`config.mk`:
```
export PLATFORM = sky130hd
export DESIGN_NAME = cdma_despread_correlator
export DESIGN_NICKNAME = d
export VERILOG_FILES = /design/src/rtl/cdma_pkg.sv /design/src/rtl/cdma_lock_detect.sv /design/src/rtl/cdma_despread_correlator.sv
export SDC_FILE = /design/constraint.sdc
export NUM_CORES = 1
export LEC_CHECK = 0
export BUFFER_PORTS_ARGS = -buffer_cell sky130_fd_sc_hd__clkbuf_2
export CAP_MARGIN = 20
export CORE_MARGIN = 2
export CORE_UTILIZATION = 57
export DETAILED_ROUTE_END_ITERATION = 10
export PLACE_DENSITY = 0.87
export SLEW_MARGIN = 20
export SYNTH_ARGS = -nofsm -noshare
export SYNTH_HDL_FRONTEND = slang
export SYNTH_HIERARCHICAL = 1
export SYNTH_SLANG_ARGS = --single-unit
export TNS_END_PERCENT = 5
```
`constraint.sdc`:
```
create_clock -name clk_i -period 2.6 [get_ports clk_i]
set_clock_uncertainty 0.05 [all_clocks]
set_input_delay 0.65 -clock clk_i [delete_from_list [all_inputs] [get_ports clk_i]]
set_output_delay 0.65 -clock clk_i [all_outputs]
set_load 0.02 [all_outputs]
```
`src/rtl/cdma_pkg.sv`:
```
// cdma_pkg: shared widths, defaults and state encodings for the despread correlator.
package cdma_pkg;

    localparam int GOLD_LEN = 31;

    function automatic int chip_cnt_w(input int n);
        return $clog2(n + 1);
    endfunction

    typedef enum logic {IDLE, ACCUM} dp_state_t;
    typedef enum logic {UNLOCKED, LOCKED} lock_state_t;

endpackage

```
`src/rtl/cdma_lock_detect.sv`:
```
// cdma_lock_detect: lock FSM driven by per-symbol strong/weak verdicts.
module cdma_lock_detect import cdma_pkg::*; #(
    parameter int LOCK_CNT = 4,
    parameter int MISS_CNT = 2
) (
    input  logic clk_i,
    input  logic rst_i,
    input  logic sym_valid,
    input  logic sym_strong,
    input  logic clear,
    output logic lock_o
);

    localparam int SW = $clog2(LOCK_CNT + 1);
    localparam int MW = $clog2(MISS_CNT + 1);

    lock_state_t state, state_n;
    logic [SW-1:0] strong_cnt, strong_cnt_n;
    logic [MW-1:0] miss_cnt, miss_cnt_n;

    always_ff @(posedge clk_i or posedge rst_i) begin
        if (rst_i) begin
            state      <= UNLOCKED;
            strong_cnt <= '0;
            miss_cnt   <= '0;
        end else begin
            state      <= state_n;
            strong_cnt <= strong_cnt_n;
            miss_cnt   <= miss_cnt_n;
        end
    end

    // Counters clear on every state change, so they never exceed their thresholds.
    always_comb begin
        state_n      = state;
        strong_cnt_n = strong_cnt;
        miss_cnt_n   = miss_cnt;
        if (clear) begin
            state_n      = UNLOCKED;
            strong_cnt_n = '0;
            miss_cnt_n   = '0;
        end else if (sym_valid) begin
            if (state == UNLOCKED) begin
                if (!sym_strong) begin
                    strong_cnt_n = '0;
                end else if (strong_cnt == SW'(LOCK_CNT - 1)) begin
                    state_n      = LOCKED;
                    strong_cnt_n = '0;
                    miss_cnt_n   = '0;
                end else begin
                    strong_cnt_n = strong_cnt + SW'(1);
                end
            end else begin
                if (sym_strong) begin
                    miss_cnt_n = '0;
                end else if (miss_cnt == MW'(MISS_CNT - 1)) begin
                    state_n      = UNLOCKED;
                    strong_cnt_n = '0;
                    miss_cnt_n   = '0;
                end else begin
                    miss_cnt_n = miss_cnt + MW'(1);
                end
            end
        end
    end

    assign lock_o = (state == LOCKED);

endmodule

```
`src/rtl/cdma_despread_correlator.sv`:
```
// cdma_despread_correlator: integrates despread chips over one Gold period,
// makes a majority bit decision, grades confidence and tracks lock.
module cdma_despread_correlator import cdma_pkg::*; #(
    parameter int CHIPS_PER_BIT = GOLD_LEN,
    parameter int STRONG_THR    = 26,
    parameter int LOCK_CNT      = 4,
    parameter int MISS_CNT      = 2,
    localparam int AW           = chip_cnt_w(CHIPS_PER_BIT)
) (
    input  logic          clk_i,
    input  logic          rst_i,
    input  logic          en_i,
    input  logic          sync_i,
    input  logic          chip_en_i,
    input  logic          chip_i,
    output logic          bit_o,
    output logic          bit_valid_o,
    output logic [AW-1:0] metric_o,
    output logic          strong_o,
    output logic          lock_o
);

    localparam int IW = $clog2(CHIPS_PER_BIT);

    dp_state_t state, state_n;
    logic [AW-1:0] acc, acc_n, sum;
    logic [IW-1:0] idx, idx_n;
    logic sym_end, sym_strong;

    assign sum        = acc + AW'(chip_i);
    assign sym_end    = en_i && state == ACCUM && chip_en_i && idx == IW'(CHIPS_PER_BIT - 1);
    assign sym_strong = sum >= AW'(STRONG_THR) || sum <= AW'(CHIPS_PER_BIT - STRONG_THR);

    always_ff @(posedge clk_i or posedge rst_i) begin
        if (rst_i) begin
            state <= IDLE;
            acc   <= '0;
            idx   <= '0;
        end else begin
            state <= state_n;
            acc   <= acc_n;
            idx   <= idx_n;
        end
    end

    // A symbol-end chip always completes, even when sync arrives with it.
    always_comb begin
        state_n = state;
        acc_n   = acc;
        idx_n   = idx;
        if (!en_i) begin
            state_n = IDLE;
            acc_n   = '0;
            idx_n   = '0;
        end else if (state == IDLE) begin
            state_n = sync_i ? ACCUM : IDLE;
        end else if (sym_end) begin
            acc_n = '0;
            idx_n = '0;
        end else if (sync_i) begin
            acc_n = chip_en_i ? AW'(chip_i) : '0;
            idx_n = chip_en_i ? IW'(1) : '0;
        end else if (chip_en_i) begin
            acc_n = sum;
            idx_n = idx + IW'(1);
        end
    end

    always_ff @(posedge clk_i or posedge rst_i) begin
        if (rst_i) begin
            bit_o       <= 1'b0;
            bit_valid_o <= 1'b0;
            metric_o    <= '0;
            strong_o    <= 1'b0;
        end else begin
            bit_valid_o <= sym_end;
            if (sym_end) begin
                metric_o <= sum;
                bit_o    <= sum > AW'(CHIPS_PER_BIT / 2);
                strong_o <= sym_strong;
            end
        end
    end

    cdma_lock_detect #(
        .LOCK_CNT(LOCK_CNT),
        .MISS_CNT(MISS_CNT)
    ) u_lock (
        .clk_i     (clk_i),
        .rst_i     (rst_i),
        .sym_valid (sym_end),
        .sym_strong(sym_strong),
        .clear     (!en_i),
        .lock_o    (lock_o)
    );

endmodule

```
# Word-level counts from Yosys, hierarchy flattened
# Cells that the tools add are included.
[op_classes] add_sub_neg=4 order_cmp=3 eq_ne=10 muxes=36 n_reduce_logical=7
[ops] operator="2-to-1 mux 5 bit" n=10
[ops] operator="2-to-1 mux 3 bit" n=7
[ops] operator="2-to-1 mux 2 bit" n=7
[ops] operator="2-to-1 mux 1 bit" n=12
[ops] operator="inequality test 3 x 1 -> 1 bit, second input constant" n=2
[ops] operator="inequality test 3 bit, second input constant" n=2
[ops] operator="AND reduction 3 bit" n=2
[ops] operator="adder 5 x 1 -> 5 bit" n=1
[ops] operator="adder 5 x 1 -> 5 bit, second input constant" n=1
[ops] operator="== test 5 bit, second input constant" n=1
[ops] operator=">= comparator 5 bit, second input constant" n=1
[ops] operator="> comparator 5 x 4 -> 1 bit, second input constant" n=1
[ops] operator="<= comparator 5 x 3 -> 1 bit, second input constant" n=1
[ops] operator="inequality test 2 x 1 -> 1 bit, second input constant" n=2
[ops] operator="inequality test 4 x 1 -> 1 bit, second input constant" n=1
[ops] operator="adder 3 x 1 -> 3 bit, second input constant" n=1
[ops] operator="== test 3 x 2 -> 1 bit, second input constant" n=1
[ops] operator="logical AND 1 bit" n=3
[ops] operator="adder 2 x 1 -> 2 bit, second input constant" n=1
[ops] operator="== test 2 x 1 -> 1 bit, second input constant" n=1
[ops] operator="AND reduction 2 bit" n=1
[ops] operator="logical OR 1 bit" n=1
[word_totals] ff_bits=25 input_bits=6 out_inout_bits=9 elab_cells=70

# Longest topological paths before layout
# Gate-level depths: netlist (run 1).
[logic_depth] depth_word=7 mapped_depth=10

# Hierarchy
# Netlist (run 1), hierarchy kept.
[by_module_without_submodules] mod="cdma_despread_correlator" instances=1 cells_each=108 area_each_um2=1066.0
[by_module_without_submodules] mod="cdma_lock_detect" instances=1 cells_each=34 area_each_um2=329.1

# Worst setup path after synthesis (run 1)
# OpenSTA, ideal clock, no wires.
[synth_timing] path_kind="input -> register" startpoint="input port chip_i" endpoint="register u_lock.strong_cnt[1]" setup_ns=0.122 t_arrival_ns=2.455 required_time_ns=2.428 slack_ns=-0.026 path_stages=9 n_path_buf=0 cell_sequence="ha_1 ha_1 nor4bb_1 o21a_1 o211ai_1 nand2_1 and4bb_1 nor2_1 a32o_1"
[synth_between] elab_chain_len=7 word_cells_on_any_way=10 cone_classes="add/sub (1); order compare (2); eq/ne (1); mux (4); reduce/logical (2)"
[synth_lines] item="start, declared" line="cdma_despread_correlator.sv:15" source="input logic chip_i,"
[synth_lines] item="adder 5 x 1 -> 5 bit *" line="cdma_despread_correlator.sv:30" source="assign sum = acc + AW'(chip_i);"
[synth_lines] item="named net sum[1]" line="cdma_despread_correlator.sv:26" source="logic [AW-1:0] acc, acc_n, sum;"
[synth_lines] item=">= comparator 5 bit / <= comparator 5 x 3 -> 1 bit (equally long branches)" line="cdma_despread_correlator.sv:32" source="assign sym_strong = sum >= AW'(STRONG_THR) || sum <= AW'(CHIPS_PER_BIT - STRONG_THR);"
[synth_lines] item="logical OR 1 bit *" line="cdma_despread_correlator.sv:32"
[synth_lines] item="named net sym_strong" line="cdma_despread_correlator.sv:28" source="logic sym_end, sym_strong;"
[synth_lines] item="2-to-1 mux 3 bit" line="cdma_lock_detect.sv:44" source="if (!sym_strong) begin"
[synth_lines] item="2-to-1 mux 3 bit" line="cdma_lock_detect.sv:43" source="if (state == UNLOCKED) begin"
[synth_lines] item="2-to-1 mux 3 bit" line="cdma_lock_detect.sv:42" source="end else if (sym_valid) begin"
[synth_lines] item="2-to-1 mux 3 bit" line="cdma_lock_detect.sv:38" source="if (clear) begin"
[synth_lines] item="end signal, assigned" line="cdma_lock_detect.sv:28" source="strong_cnt <= strong_cnt_n;"
[synth_lines] item="end, declared" line="cdma_lock_detect.sv:18" source="logic [SW-1:0] strong_cnt, strong_cnt_n;"
# Mark *: on every way through the listed nets, which the timed path passes. The rest lies on a longest branch. The select of a mux whose other input is x is not followed.
# A chain may end at the register's enable or synchronous reset.

# Worst setup path in the final report (run 1)
# Same ends and word-level chain as after synthesis.

==> flow_summary.ini, run 1 <==
[critical_path]
cp_max_fo = 7
r2r_end = u_lock/strong_cnt[1]
crit_start = chip_i
critPathLaunchType = input pin
crit_type = in2reg
crit_path_end = u_lock/strong_cnt[1]
reg2reg_slack_ns = 0.29
arrival_ns = 2.51
rr_worst_depth = 9
end_kind = flop
required_ns = 2.78
r2r-start = acc[0]

[layout]
layout.nets = 170
drive_gt1_frac = 0.196
final_util = 0.679
stdcell_count = 186
layout-area-overhead-vs-synth_pct = 9.69
fillers = 199
antennaDiodeCount = 0

[routing]
finalWirelength_um = 3030
ant_nets = 0
via_per_inst = 6.27
drc_errors = 0
drt-initial-drc-count = 46
vias = 1166
drt_first_pass_iters = 5
routedWlPerCell_um = 16.3

[pwr]
p_leak_nw = 0.738
p_clk_frac = 0.285
sw_frac_of_total = 0.257
vdd_drop_max_uv = 345
switchingPower_mw = 0.164
p_seq_frac = 0.627
powerDensity_nw_per_um2 = 417
combPwrFrac = 0.089
p_int_mw = 0.474

[timing]
tightest_slew_ns = 0.746
finalSetupTns_ns = 0
fin_crit_sh = 0.897
fin_crit_ns = 2.33
holdWs_ns = 0.172
finalHoldViolCount = 0
rsz0062_at_grt = no
slew_violations = 0
final-setup-viol-count = 0
clock.fmax_mhz = 429
relSlewSlack = 0.502
setup_ws_ns = 0.268

[yosys]
synth-edff-count = 0
synth_fp_nets = 153
synth_cells = 142
yosys.area_share.simple = 0.210
synth-xor-area-share = 0.00628
yosys_warnings = 6
synth.area.mux_share = 0.0233
yosys.area.top_type_share = 0.448
synth_cell_types = 44
ys_seq_area_frac = 0.448
synthArstFlopShare = 1.00
yosysTopAreaCell = dfrtp_1
synth_top_family_by_area = compound AO/OA/AOI/OAI gates
synthTopCellsByArea = dfrtp_1 45%, ha_1 4.5%, a31oi_1 4.0%, nor2_1 3.5%, nand2b_1 3.1%
synthAdderAreaFrac = 0.0448
syn_avg_cell_area_um2 = 9.82
synth-seq-cells = 25
synthFlopType = dfrtp_1
synth-compound-area-share = 0.223
syn_area_um2 = 1400

[clocking]
clk_pin_slew_ns = 0.13
cts_hold_buffers = 0
cts_sinks = 25
ctsHtreeMaxLevel = 1
cts-root-buf = clkbuf_4
clk_latency_ns = 0.33
cts_tree = done
clk_path_buf_depth = 2
cts-buffers-inserted = 3
cts_resized = 0
cts_setup_buffers = 0

[die]
dieArea_um2 = 2860
fp-row-count = 17
core_um2 = 2250
start_util = 0.619
die_w_um = 53.5
ioPinCount = 15
die_y_um = 53.5

[grt]
grt_usage = 0.248
grt_start_max_net_pins = 20
grt_pass1_vias = 1145
grt_pass1_wl_um = 5060
gr-total-overflow = 0
antenna_found_initial = 0

[placement]
io_buffers = 14
pre_cts_slack_ns = -0.0660
post-place-cells = 182
routabilityCongestion = 0.768
hpwl_um = 2230

[min_path]
holdCritPathClass = in2async

[flow_run]
drv_cap = 0

[run_status]
status = finished clean
==> power by group through the flow <==
stage | registers [mW] | logic (mW) | clock network [mW]
after floorplan | 0.405 | 0.0407 | 0
after global placement | 0.406 | 0.0520 | 0
after detailed placement | 0.407 | 0.0564 | 0
after CTS | 0.399 | 0.0564 | 0.183
after global routing | 0.400 | 0.0632 | 0.198
final | 0.400 | 0.0567 | 0.182
==> worst min-delay path by stage <==
stage | endpoint | slack (ns) | depth (start not counted) | from
floorplan | u_lock/lock_o | 0.39 | 1 | rst_i
global placement | acc[0] | 0.42 | 2 | acc[0]
detailed placement | acc[0] | 0.44 | 2 | acc[0]
CTS | u_lock/miss_cnt[0] | 0.17 | 2 | rst_i
global route | u_lock/miss_cnt[0] | 0.20 | 2 | rst_i
finish | u_lock/miss_cnt[0] | 0.17 | 2 | rst_i
==> state kept, by name, indices dropped and copies added (netlist names) <==
signal	flops
u_lock/lock_o	1
state	1
idx	5
u_lock/miss_cnt	2
metric_o	5
acc	5
u_lock/strong_cnt	3
strong_o	1
bit_valid_o	1
bit_o	1
==> through the flow <==
| stage | total power, mW | cell area, um^2 |
|---|---|---|
| floorplan | 0.446 | 1410 |
| global placement | 0.458 | 1500 |
| detailed placement | 0.463 | 1500 |
| CTS | 0.639 | 1530 |
| global route | 0.661 | 1530 |
| finish | 0.638 | 1530 |
==> per-layer routing <==
layer,routed length (um),GRT usage
met1,1380,0.319
met2,1480,0.397
met3,115,0.0339
met4,53,0.137
met5,0,0
==> kinds of logic (layout without fill, tap and decap cells) <==
kind of cell | after synthesis | count (layout)
AOI/OAI and AO/OA | 44 | 44
xor gates and xnor gates | 1 | 1
adders and majority gates | 5 | 5
buffers and inverters | 13 | 29
DFF | 25 | 25
muxes | 3 | 3
and+or+nand+nor | 51 | 51
==> layout by cell type (no fill, tap or decap), types with 2 or more instances in the layout <==
master and instances:
a21oi_1 5, a22o_1 3, a31oi_1 9, and3_1 3, buf_4 3, clkbuf_2 14, clkbuf_4 3, dfrtp_1 25
ha_1 4, inv_1 8, mux2_2 2, nand2_1 7, nand2b_1 7, nand3_1 4, nor2_1 13, nor2b_1 4
o211ai_1 3, o21a_1 3, o21ai_0 7, o21ai_1 2, o2bb2ai_1 3
==> layout make-up <==
type	instances	area [um^2]	area share
clock buffers	4	26.3	0.0172
multi-input cells	104	721	0.471
flip-flops and latches	25	626	0.409
well taps	28	35.0	0.0229
repair buffers	17	92.6	0.0605
inverters	8	30.0	0.0196
==> critical path: stages <==
cell      delay (ns)
clkbuf_2        0.10
ha_1            0.24
ha_4            0.32
nor4bb_1        0.06
o21a_1          0.19
o211ai_1        0.21
nand2_1         0.11
and4bb_1        0.31
nor2_1          0.07
a32o_1          0.25
==> cell usage after synthesis (4+ instances only) <==
master / n
dfrtp_1: 25
nor2_1: 13
a31oi_1: 9
inv_1: 8
nand2_1: 7
nand2b_1: 7
o21ai_0: 7
a21oi_1: 5
ha_1: 5
buf_2: 4
nand3_1: 4
nor2b_1: 4
(Power assumes the default switching activity.)
==> inputs of run 2 (changes only) <==
--- a/config.mk
+++ b/config.mk
@@ -10,7 +10,8 @@
 export CORE_MARGIN = 2
 export CORE_UTILIZATION = 57
 export DETAILED_ROUTE_END_ITERATION = 10
-export PLACE_DENSITY = 0.87
+export PLACE_DENSITY = 0.78
+export REMOVE_ABC_BUFFERS = 1
 export SLEW_MARGIN = 20
 export SYNTH_ARGS = -nofsm -noshare
 export SYNTH_HDL_FRONTEND = slang
==> run 2 against run 1 <==
  * Power shrank 1.5%
  * Register-to-register slack worse by 0.03 ns
  * Combinational power fell by 3%
  * Hold slack got worse by 0.013 ns
  * Core utilization increased by 1.2 points
  * Cell count up 2.7%
  * Sequential power is essentially flat
  * First-iteration DRC count down 28%
==> flow_summary.ini, run 2 (synthesized netlist as in run 1, its figures left out) <==
[run_status]
status = finished clean

[clocking]
cts_sinks = 25
clk_latency_ns = 0.32
cts-buffers-inserted = 3
cts_resized = 0
cts_setup_buffers = 0
clk_path_buf_depth = 2
cts_hold_buffers = 0
clk_pin_slew_ns = 0.13
cts-root-buf = clkbuf_4
ctsHtreeMaxLevel = 1
cts_tree = done

[die]
die_y_um = 53.5
start_util = 0.619
core_um2 = 2250
ioPinCount = 15
dieArea_um2 = 2860
die_w_um = 53.5
fp-row-count = 17

[layout]
final_util = 0.690
antennaDiodeCount = 0
drive_gt1_frac = 0.221
final_common_cell = dfrtp_1
top_regs = acc x5, idx x5, metric_o x5
layout_common_cells = 25 x dfrtp_1, 14 x clkbuf_2, 13 x nor2_1
layout-area-overhead-vs-synth_pct = 11.6
fillers = 192
layout.nets = 175

[placement]
routabilityCongestion = 0.843
pre_cts_slack_ns = -0.118
hpwl_um = 2120
io_buffers = 14

[critical_path]
cpMaxStageDelayCell = ha_1
max_stage_delay_ns = 0.38
cp_max_fo = 6
end_kind = flop
required_ns = 2.77
cpMostUsedCell = ha_1
crit_path_cell_trace = clkbuf_2 -> ha_1 -> ha_1 -> nor4bb_1 -> o21a_1 -> o211ai_1 -> nand2_1 -> and4bb_1 -> nor2_1 -> a32o_1
crit_type = in2reg
critPathLaunchType = input pin
arrival_ns = 2.54

[pwr]
vdd_drop_max_uv = 361
p_leak_nw = 0.771
p_int_mw = 0.471
p_total_mw = 0.628
p_seq_frac = 0.636
p_clk_frac = 0.277
combPwrFrac = 0.087
powerDensity_nw_per_um2 = 404
switchingPower_mw = 0.157
sw_frac_of_total = 0.250

[grt]
antenna_found_initial = 0
grt_start_max_net_pins = 20
gr-total-overflow = 0
grt_pass1_vias = 1135
grt_pass1_wl_um = 4960
grt_usage = 0.238

[routing]
via_per_inst = 6.08
drt_first_pass_iters = 5
drc_errors = 0
drt-initial-drc-count = 33
routedWlPerCell_um = 14.6
finalWirelength_um = 2790
ant_nets = 0
vias = 1162

[timing]
fin_crit_sh = 0.913
tightest_slew_ns = 0.721
relSlewSlack = 0.519
rsz0062_at_grt = no
fin_crit_ns = 2.37
setup_ws_ns = 0.227
final-setup-viol-count = 0
finalHoldViolCount = 0
clock.fmax_mhz = 421
slew_violations = 0

[flow_run]
drv_cap = 0

[min_path]
holdCritPathClass = in2async
[run 2: area by class of cell]
class                           instances  area [um^2]  share of cell area
Clock inverter                          1         5.00             0.00322
Timing Repair Buffer                   22          130              0.0836
Tap cell                               28         35.0              0.0225
Clock buffer                            3         22.5              0.0145
Multi-Input combinational cell        104          708               0.455
Sequential cell                        25          626               0.402
Inverter                                8         30.0              0.0193
[run 2: routing by layer]
metal  routed length (um)  share of wire  vias up  global-route usage
li1                     -              -      567                   -
met1                 1290           0.46      553               0.315
met2                 1320           0.47       40               0.412
met3                  163          0.058        2              0.0254
met4                   16         0.0057        0              0.0598
met5                    0              0        -                   0
[run 2: metrics by stage]
stage	hold slack (ns)	cells	TNS [ns]	cell area, um^2
floorplan	0.391	137	-0.0461	1360
global placement	0.426	187	-0.0280	1530
detailed placement	0.450	187	-0.288	1530
CTS	0.154	191	0	1560
global route	0.160	191	0	1560
finish	0.159	191	0	1560
[run 2: power by group through the flow]
| stage | registers (mW) | clock network (mW) | logic (mW) |
|---|---|---|---|
| floorplan | 0.405 | 0 | 0.0374 |
| global placement | 0.406 | 0 | 0.0534 |
| detailed placement | 0.407 | 0 | 0.0555 |
| CTS | 0.399 | 0.181 | 0.0555 |
| global route | 0.401 | 0.198 | 0.0638 |
| finish | 0.399 | 0.174 | 0.0549 |
[run 2: worst paths after layout]
kind | slack, ns | end | cells after the start | from
setup / recovery | 0.23 | u_lock/strong_cnt[1] | 10 | chip_i
hold / removal | 0.16 | u_lock/miss_cnt[1] | 2 | rst_i
setup reg to reg | 0.26 | u_lock/strong_cnt[1] | 9 | acc[0]
hold reg to reg | 0.48 | acc[0] | 2 | acc[0]
max in group asynchronous | 1.68 | strong_o | 2 | rst_i
min in group clk_i | 0.48 | acc[0] | 2 | acc[0]
[run 2: critical path: cells and delay by family]
kind / cells / cell delay [ns]
AOI/OAI and AO/OA: 3 / 0.65
adders and majority gates: 2 / 0.59
buffers and inverters: 1 / 0.09
and+or+nand+nor: 4 / 0.56
